--- src/rtl/cfg_write_arbiter.sv ---
// rtl/cfg_write_arbiter.sv - write-port arbiter for the 8x16 config register file
//
// Purpose: shares the single config register-file write port between host byte
// writes (async strobe, synchronized, buffered in a small FIFO) and sweep
// override word writes. A stall counter bounds how long a queued host write can
// be held off by back-to-back overrides.
//
// Ports:
//   clk, rst_n         clock, asynchronous active-low reset
//   host_strobe_raw    async host strobe; each rising edge requests one byte write
//   host_addr          [ADDR_BITS:1] word address, [0] byte select (1 = high byte)
//   host_data          host byte
//   ovr_req            override request (level, re-evaluated every cycle)
//   ovr_addr/ovr_data  override word address / word
//   ovr_ack            combinational override grant for this cycle
//   cfg_we             registered byte enables {hi, lo}
//   cfg_w_addr/data    registered write address / data
//   fifo_level         host FIFO occupancy
//   overflow           sticky: a host write was dropped
//   drop_count         saturating count of dropped host writes
//                      (present only when CFG_ARB_DROP_COUNT_EN is defined)
//
// Build option: CFG_ARB_DROP_COUNT_EN
module cfg_write_arbiter #(
  parameter int ADDR_BITS       = 3,
  parameter int DATA_BITS       = 16,
  parameter int LOG2_FIFO_DEPTH = 2,
  parameter int MAX_STALL       = 3
) (
  input  logic                       clk,
  input  logic                       rst_n,
  input  logic                       host_strobe_raw,
  input  logic [ADDR_BITS:0]         host_addr,
  input  logic [7:0]                 host_data,
  input  logic                       ovr_req,
  input  logic [ADDR_BITS-1:0]       ovr_addr,
  input  logic [DATA_BITS-1:0]       ovr_data,
  output logic                       ovr_ack,
  output logic [1:0]                 cfg_we,
  output logic [ADDR_BITS-1:0]       cfg_w_addr,
  output logic [DATA_BITS-1:0]       cfg_w_data,
  output logic [LOG2_FIFO_DEPTH:0]   fifo_level,
  output logic                       overflow
`ifdef CFG_ARB_DROP_COUNT_EN
  ,
  output logic [7:0]                 drop_count
`endif
);

  localparam int DEPTH   = 1 << LOG2_FIFO_DEPTH;
  localparam int ENTRY_W = ADDR_BITS + 1 + 8;
  localparam int STALL_W = (MAX_STALL < 2) ? 1 : $clog2(MAX_STALL + 1);
  localparam logic [STALL_W-1:0] STALL_MAX = STALL_W'(MAX_STALL);

  logic                       r_s1;
  logic                       r_s2;
  logic                       r_prev;
  logic [ENTRY_W-1:0]         r_mem [DEPTH];
  logic [LOG2_FIFO_DEPTH:0]   r_wptr;
  logic [LOG2_FIFO_DEPTH:0]   r_rptr;
  logic [STALL_W-1:0]         r_stall;
  logic [1:0]                 r_we;
  logic [ADDR_BITS-1:0]       r_addr;
  logic [DATA_BITS-1:0]       r_data;
  logic                       r_overflow;

  logic                       w_edge;
  logic [LOG2_FIFO_DEPTH:0]   w_level;
  logic                       w_nonempty;
  logic                       w_full;
  logic                       w_grant_ovr;
  logic                       w_grant_host;
  logic                       w_push;
  logic                       w_drop;
  logic [ENTRY_W-1:0]         w_head;

  assign w_edge     = r_s2 & ~r_prev;
  // Pointers carry one extra wrap bit so full and empty are distinguishable.
  assign w_level    = r_wptr - r_rptr;
  assign w_nonempty = (w_level != '0);
  assign w_full     = (w_level == (LOG2_FIFO_DEPTH+1)'(DEPTH));
  assign w_head     = r_mem[r_rptr[LOG2_FIFO_DEPTH-1:0]];

  assign w_grant_ovr  = ovr_req & (~w_nonempty | (r_stall < STALL_MAX));
  assign w_grant_host = w_nonempty & ~w_grant_ovr;

  // A pop in the same cycle frees the head slot, so a full FIFO still accepts.
  assign w_push = w_edge & (~w_full | w_grant_host);
  assign w_drop = w_edge & w_full & ~w_grant_host;

  assign ovr_ack    = w_grant_ovr & rst_n;
  assign cfg_we     = r_we;
  assign cfg_w_addr = r_addr;
  assign cfg_w_data = r_data;
  assign fifo_level = w_level;
  assign overflow   = r_overflow;

  // Storage needs no reset: only the pointers decide what is valid.
  always_ff @(posedge clk) begin
    if (w_push) begin
      r_mem[r_wptr[LOG2_FIFO_DEPTH-1:0]] <= {host_addr, host_data};
    end
  end

  always_ff @(posedge clk or negedge rst_n) begin
    if (!rst_n) begin
      r_s1       <= 1'b0;
      r_s2       <= 1'b0;
      r_prev     <= 1'b0;
      r_wptr     <= '0;
      r_rptr     <= '0;
      r_stall    <= '0;
      r_we       <= 2'b00;
      r_addr     <= '0;
      r_data     <= '0;
      r_overflow <= 1'b0;
    end else begin
      r_s1   <= host_strobe_raw;
      r_s2   <= r_s1;
      r_prev <= r_s2;

      if (w_push) begin
        r_wptr <= r_wptr + 1'b1;
      end
      if (w_grant_host) begin
        r_rptr <= r_rptr + 1'b1;
      end
      if (w_drop) begin
        r_overflow <= 1'b1;
      end

      if (w_grant_host || !w_nonempty) begin
        r_stall <= '0;
      end else if (w_grant_ovr && (r_stall != STALL_MAX)) begin
        r_stall <= r_stall + STALL_W'(1);
      end

      if (w_grant_ovr) begin
        r_we   <= 2'b11;
        r_addr <= ovr_addr;
        r_data <= ovr_data;
      end else if (w_grant_host) begin
        r_we   <= w_head[8] ? 2'b10 : 2'b01;
        r_addr <= w_head[ENTRY_W-1:9];
        r_data <= DATA_BITS'({2{w_head[7:0]}});
      end else begin
        r_we <= 2'b00;
      end
    end
  end

`ifdef CFG_ARB_DROP_COUNT_EN
  logic [7:0] r_drop_cnt;

  always_ff @(posedge clk or negedge rst_n) begin
    if (!rst_n) begin
      r_drop_cnt <= 8'd0;
    end else if (w_drop && (r_drop_cnt != 8'hFF)) begin
      r_drop_cnt <= r_drop_cnt + 8'd1;
    end
  end

  assign drop_count = r_drop_cnt;
`endif

endmodule

--- config.mk ---
export PLATFORM = sky130hd
export DESIGN_NAME = cfg_write_arbiter
export DESIGN_NICKNAME = d
export VERILOG_FILES = /design/src/rtl/cfg_write_arbiter.sv
export SDC_FILE = /design/constraint.sdc
export NUM_CORES = 1
export LEC_CHECK = 0
export ABC_AREA = 1
export CAP_MARGIN = 20
export CORE_AREA = 2 2 87 89
export DETAILED_ROUTE_END_ITERATION = 12
export DIE_AREA = 0 0 89 91
export HOLD_SLACK_MARGIN = 0.05
export MAX_ROUTING_LAYER = met4
export PLACE_DENSITY = 0.74
export SLEW_MARGIN = 20
export SYNTH_ARGS = -nofsm -noshare
export SYNTH_HDL_FRONTEND = slang
export SYNTH_SLANG_ARGS = --single-unit
--- constraint.sdc ---
create_clock -name clk -period 3.8 [get_ports clk]
set_clock_uncertainty 0.1 [all_clocks]
set_input_delay 0.76 -clock clk [delete_from_list [all_inputs] [get_ports clk]]
set_output_delay 0.76 -clock clk [all_outputs]
set_load 0.03 [all_outputs]
==> impl_metrics.ini, run 1 <==
[cells_and_area]
design_area_mm2 = 0.00436
fin_util_pct = 61.1
layout_commonest_cell = nand2_1
areaGrowthSynthToFinish_pct = 25.4
final_cell_mix = nand2_1, clkdlybuf4s50_1, edfxtp_1
finish.net_count = 436
diodes = 0
drive_gt1_share_pct = 8.04
final.fill_count = 626

[placement]
port_buffers = 60
place_area_mm2 = 0.00415
dp_hpwl_um = 4730
gp_congestion = 0.814
place_ws_ns = 0.566

[worst_setup_path]
r2r_end = cfg_w_addr[0]
path_class = reg -> out
cp.arrival_ns = 2.74
critPathRequiredTime_ns = 2.94
crit_fanout = 20
reg2reg_slack_ns = 0.96
cp-end-kind = output port
rr_worst_depth = 10
worstPathCellList = inv_1, ha_1, fa_1, nand2_1, inv_1, nand3_4, nand2_2, nand2_2, nor2_1, buf_4
slowest_stage = fa_1
reg2reg_from = r_wptr[0]
cp-start-kind = flip-flop
crit_family = simple AND/OR/NAND/NOR gates
cp_num_buf_inv = 3
max_stage_delay_ns = 0.50

[floorplan]
die_x_um = 89
io_pins = 61
core-area_mm2 = 0.00714
initial_core_util_pct = 48.8
dieArea_mm2 = 0.00810
die_h_um = 91
row_count = 31

[clock_tree]
cts_setup_buffers = 0
tritoncts = built
clk_latency_ns = 0.35
cts_max_level = 3
numCtsBuffers = 9
hold_buffers = 0
max-clock-path-buffers = 2
clk_pin_slew_ns = 0.09
clock_sink_count = 81
root_buffer = clkbuf_8
cts_resized = 0

[grt]
grt_antenna_before_repair = 0
grt_max_degree = 34
grt.total_usage_pct = 19.4
grt_pass1_vias = 2458
grt_pass1_wl_um = 11700
overflow = 0

[yosys]
synth_nets = 375
yosysTopAreaCellShare_pct = 41.4
avgSynthCellArea_um2 = 10.5
synth_top_area_cell = edfxtp_1
yosysSeqAreaShare_pct = 65.2
yosys_register_bits = 81
syn_inst = 332
yosysUniqueCellTypes = 27
synth_area_leaders = edfxtp_1, dfrtp_1, nand2_1
syn_area_mm2 = 0.00348
yosysWarnings = 0

[sta]
setup_ws_ns = 0.202
slew_headroom_pct = 50.4
fmax_mhz = 278
fin_crit_sh_pct = 94.7
tightest_slew_ns = 0.743
slew_violations = 0
rsz0062_at_grt = false
hold_viol_final = 0
period_needed_ns = 3.60
setup_viol = 0
finalSetupTns_ns = 0

[routing]
firstDrtPassIters = 4
vias = 2448
wl_per_cell_um = 14.2
routed_wl_um = 7060
drc = 0
ant_nets = 0
routed_via_density = 4.93
drtIter0Drc = 124

[flow_run]
maxCapViolCount = 0

[min_path]
hp-class = reg -> reg
whs_path_depth = 0
whs_endpoint = r_s2
hp-start = r_s1

[power]
power_mw = 3.58
vdd_drop_max_mv = 0.310
power_density_mw_per_mm2 = 820
cellLeakagePower_nw = 1.85

[run_status]
outcome = complete, no violations
[worst max-delay path by stage]
stage                   start      end  slack (ns)  depth (start not counted)
global route        r_wptr[0]  ovr_ack        0.01                         10
finish              r_wptr[0]  ovr_ack        0.20                         10
global placement    r_wptr[0]  ovr_ack        0.67                         10
floorplan           r_wptr[0]  ovr_ack        0.84                         10
CTS                 r_wptr[0]  ovr_ack        0.18                         10
detailed placement  r_wptr[0]  ovr_ack        0.57                         10
[area by class of cell]
| cell class | instances | area [µm²] | area share (%) |
|---|---|---|---|
| repair buffers | 64 | 628 | 14.4 |
| multi-input cells | 215 | 1050 | 24.2 |
| well taps | 99 | 124 | 2.84 |
| clock buffers | 9 | 124 | 2.84 |
| clock inverters | 7 | 81.3 | 1.86 |
| inverters | 22 | 82.6 | 1.89 |
| flip-flops and latches | 81 | 2270 | 52.0 |
[where the power goes]
part	leakage (nW)	internal, mW	switching [mW]	total [mW]
registers	0.832	1.16	0.104	1.26
logic	0.913	0.607	1.05	1.66
clock network	0.102	0.315	0.340	0.656
total	1.85	2.08	1.49	3.58
[cell families after synthesis]
group / after synthesis / share of synthesized area, %
AND/OR/NAND/NOR: 164 / 19.6
flip-flops: 81 / 65.2
AO/OA/AOI/OAI: 40 / 6.58
buffers and inverters: 36 / 4.82
adder cells (fa/ha/maj): 8 / 3.09
XOR/XNOR: 3 / 0.755
[stage by stage]
step / hold WS, ns / instances
after floorplan: 0.231 / 332
after global placement: 0.236 / 481
after detailed placement: 0.235 / 481
after CTS: 0.254 / 497
after global routing: 0.282 / 497
final: 0.254 / 497
[state kept, by name, summed over array words and instances, names as in the netlist]
register	count
r_wptr	3
r_stall	2
cfg_we	2
cfg_w_addr	3
r_prev	1
r_s1	1
overflow	1
cfg_w_data	16
r_rptr	3
r_mem	48
r_s2	1
[routing by layer]
layer	vias to the layer above	GRT usage [%]	routed length, µm
met5	-	-	0
met4	0	7.59	83
met3	7	3.18	344
met2	68	29.5	3330
met1	1145	26.1	3290
li1	1228	-	-
[Yosys cell counts, drive strengths merged]
| library cell | instances |
|---|---|
| a21o | 1 |
| nand2 | 107 |
| nand4 | 1 |
| o21ai | 25 |
| o22a | 3 |
| ha | 7 |
| nand3 | 22 |
| nand3b | 3 |
| o22ai | 8 |
| dfrtp | 33 |
| fa | 1 |
| nor2 | 31 |
| inv | 22 |
| a21oi | 2 |
| buf | 8 |
| xnor2 | 2 |
| a32o | 1 |
| edfxtp | 48 |
| xor2 | 1 |
| clkbuf | 6 |
(Power assumes the default switching activity.)
==> run 2, diff against run 1 <==
--- a/config.mk
+++ b/config.mk
@@ -13,6 +13,7 @@
 export HOLD_SLACK_MARGIN = 0.05
 export MAX_ROUTING_LAYER = met4
 export PLACE_DENSITY = 0.74
+export RECOVER_POWER = 25
 export SLEW_MARGIN = 20
 export SYNTH_ARGS = -nofsm -noshare
 export SYNTH_HDL_FRONTEND = slang
==> run 2 against run 1 <==
Utilization unchanged. Largest power group unchanged. Sequential power about the same. Cell count unchanged. Register-to-register slack about the same. Via count about the same. Die area unchanged. Global-route usage unchanged. Critical path type unchanged. Worst setup slack unchanged. Critical path depth unchanged.
==> impl_metrics.ini, run 2 (synthesized netlist as in run 1, its figures left out) <==
[routing]
vias = 2446
ant_nets = 0
routed_wl_um = 7050
drtIter0Drc = 124
firstDrtPassIters = 4
drc = 0
wl_per_cell_um = 14.2
routed_via_density = 4.92

[clock_tree]
cts_resized = 0
max-clock-path-buffers = 2
cts_max_level = 3
clk_latency_ns = 0.35
cts_setup_buffers = 0
clock_sink_count = 81
hold_buffers = 0
clk_pin_slew_ns = 0.09
tritoncts = built
numCtsBuffers = 9
root_buffer = clkbuf_8

[placement]
dp_hpwl_um = 4730
port_buffers = 60
gp_congestion = 0.814

[grt]
grt_antenna_before_repair = 0
grt_max_degree = 34
grt.total_usage_pct = 19.4
grt_pass1_wl_um = 11700
overflow = 0
grt_pass1_vias = 2458

[cells_and_area]
diodes = 0
layout_commonest_cell = nand2_1
final_cell_mix = nand2_1, edfxtp_1, clkdlybuf4s50_1
largest_reg_flops = 48
areaGrowthSynthToFinish_pct = 25.4
drive_gt1_share_pct = 8.04
final.fill_count = 626
finish.net_count = 436

[power]
vdd_drop_max_mv = 0.310
cellLeakagePower_nw = 1.85
power_mw = 3.57
power_density_mw_per_mm2 = 820

[worst_setup_path]
path_class = reg -> out
crit_fanout = 20
critPathRequiredTime_ns = 2.94
reg2reg_from = r_wptr[0]
r2r_end = cfg_w_addr[0]
cp.arrival_ns = 2.74
cp-start-kind = flip-flop
reg2reg_slack_ns = 0.96
rr_worst_depth = 10
cp-end-kind = output port

[sta]
finalSetupTns_ns = 0
holdWs_ns = 0.254
rsz0062_at_grt = false
slew_violations = 0
tightest_slew_ns = 0.743
setup_viol = 0
fin_crit_sh_pct = 94.7
slew_headroom_pct = 50.4
hold_viol_final = 0
fmax_mhz = 278
period_needed_ns = 3.60

[run_status]
outcome = complete, no violations

[floorplan]
io_pins = 61
initial_core_util_pct = 48.8
die_h_um = 91
die_x_um = 89
core-area_mm2 = 0.00714
row_count = 31
dieArea_mm2 = 0.00810

[min_path]
whs_endpoint = r_s2
hp-start = r_s1
hp-class = reg -> reg
whs_path_depth = 0

[flow_run]
maxCapViolCount = 0
run 2: where the power goes:
part / internal (mW) / switching, mW / total, mW / leakage (nW)
Clock: 0.315 / 0.341 / 0.656 / 0.102
Combinational: 0.605 / 1.05 / 1.65 / 0.916
Sequential: 1.16 / 0.104 / 1.26 / 0.832
Total: 2.08 / 1.49 / 3.57 / 1.85
run 2: area by class of cell:
class | count | area (µm²) | share of cell area [%]
Tap cell | 99 | 124 | 2.84
Multi-Input combinational cell | 215 | 1050 | 24.2
Timing Repair Buffer | 64 | 628 | 14.4
Clock inverter | 7 | 81.3 | 1.86
Sequential cell | 81 | 2270 | 52.0
Clock buffer | 9 | 124 | 2.84
Inverter | 22 | 82.6 | 1.89
run 2: metrics by stage:
step                area [µm²]  setup WS, ns  util, %  std cells
floorplan                 3480         0.841        -        332
global placement          4150         0.666     58.1        481
detailed placement        4150         0.566     58.2        481
CTS                       4360         0.177     61.1        497
global route              4360        0.0131     61.1        497
finish                    4360         0.202     61.1        497
run 2: worst max-delay path by stage:
stage                          to  cells past startpoint  startpoint  slack [ns]
after floorplan           ovr_ack                     10   r_wptr[0]        0.84
after global placement    ovr_ack                     10   r_wptr[0]        0.67
after detailed placement  ovr_ack                     10   r_wptr[0]        0.57
after CTS                 ovr_ack                     10   r_wptr[0]        0.18
after global routing      ovr_ack                     10   r_wptr[0]        0.01
final                     ovr_ack                     10   r_wptr[0]        0.20
run 2: critical path, cell delays in order (launching register included):
cell	delay, ns
dfrtp_1	0.38
inv_1	0.11
ha_1	0.22
fa_1	0.50
nand2_1	0.06
inv_1	0.10
nand3_4	0.12
nand2_2	0.29
nand2_2	0.25
nor2_1	0.17
buf_4	0.18
run 2: layer usage:
metal / vias up / GRT usage (%) / wire [µm]
met5: - / - / 0
met4: 0 / 7.59 / 83
met3: 7 / 3.18 / 344
met2: 68 / 29.5 / 3330
met1: 1143 / 26.1 / 3290
li1: 1228 / - / -
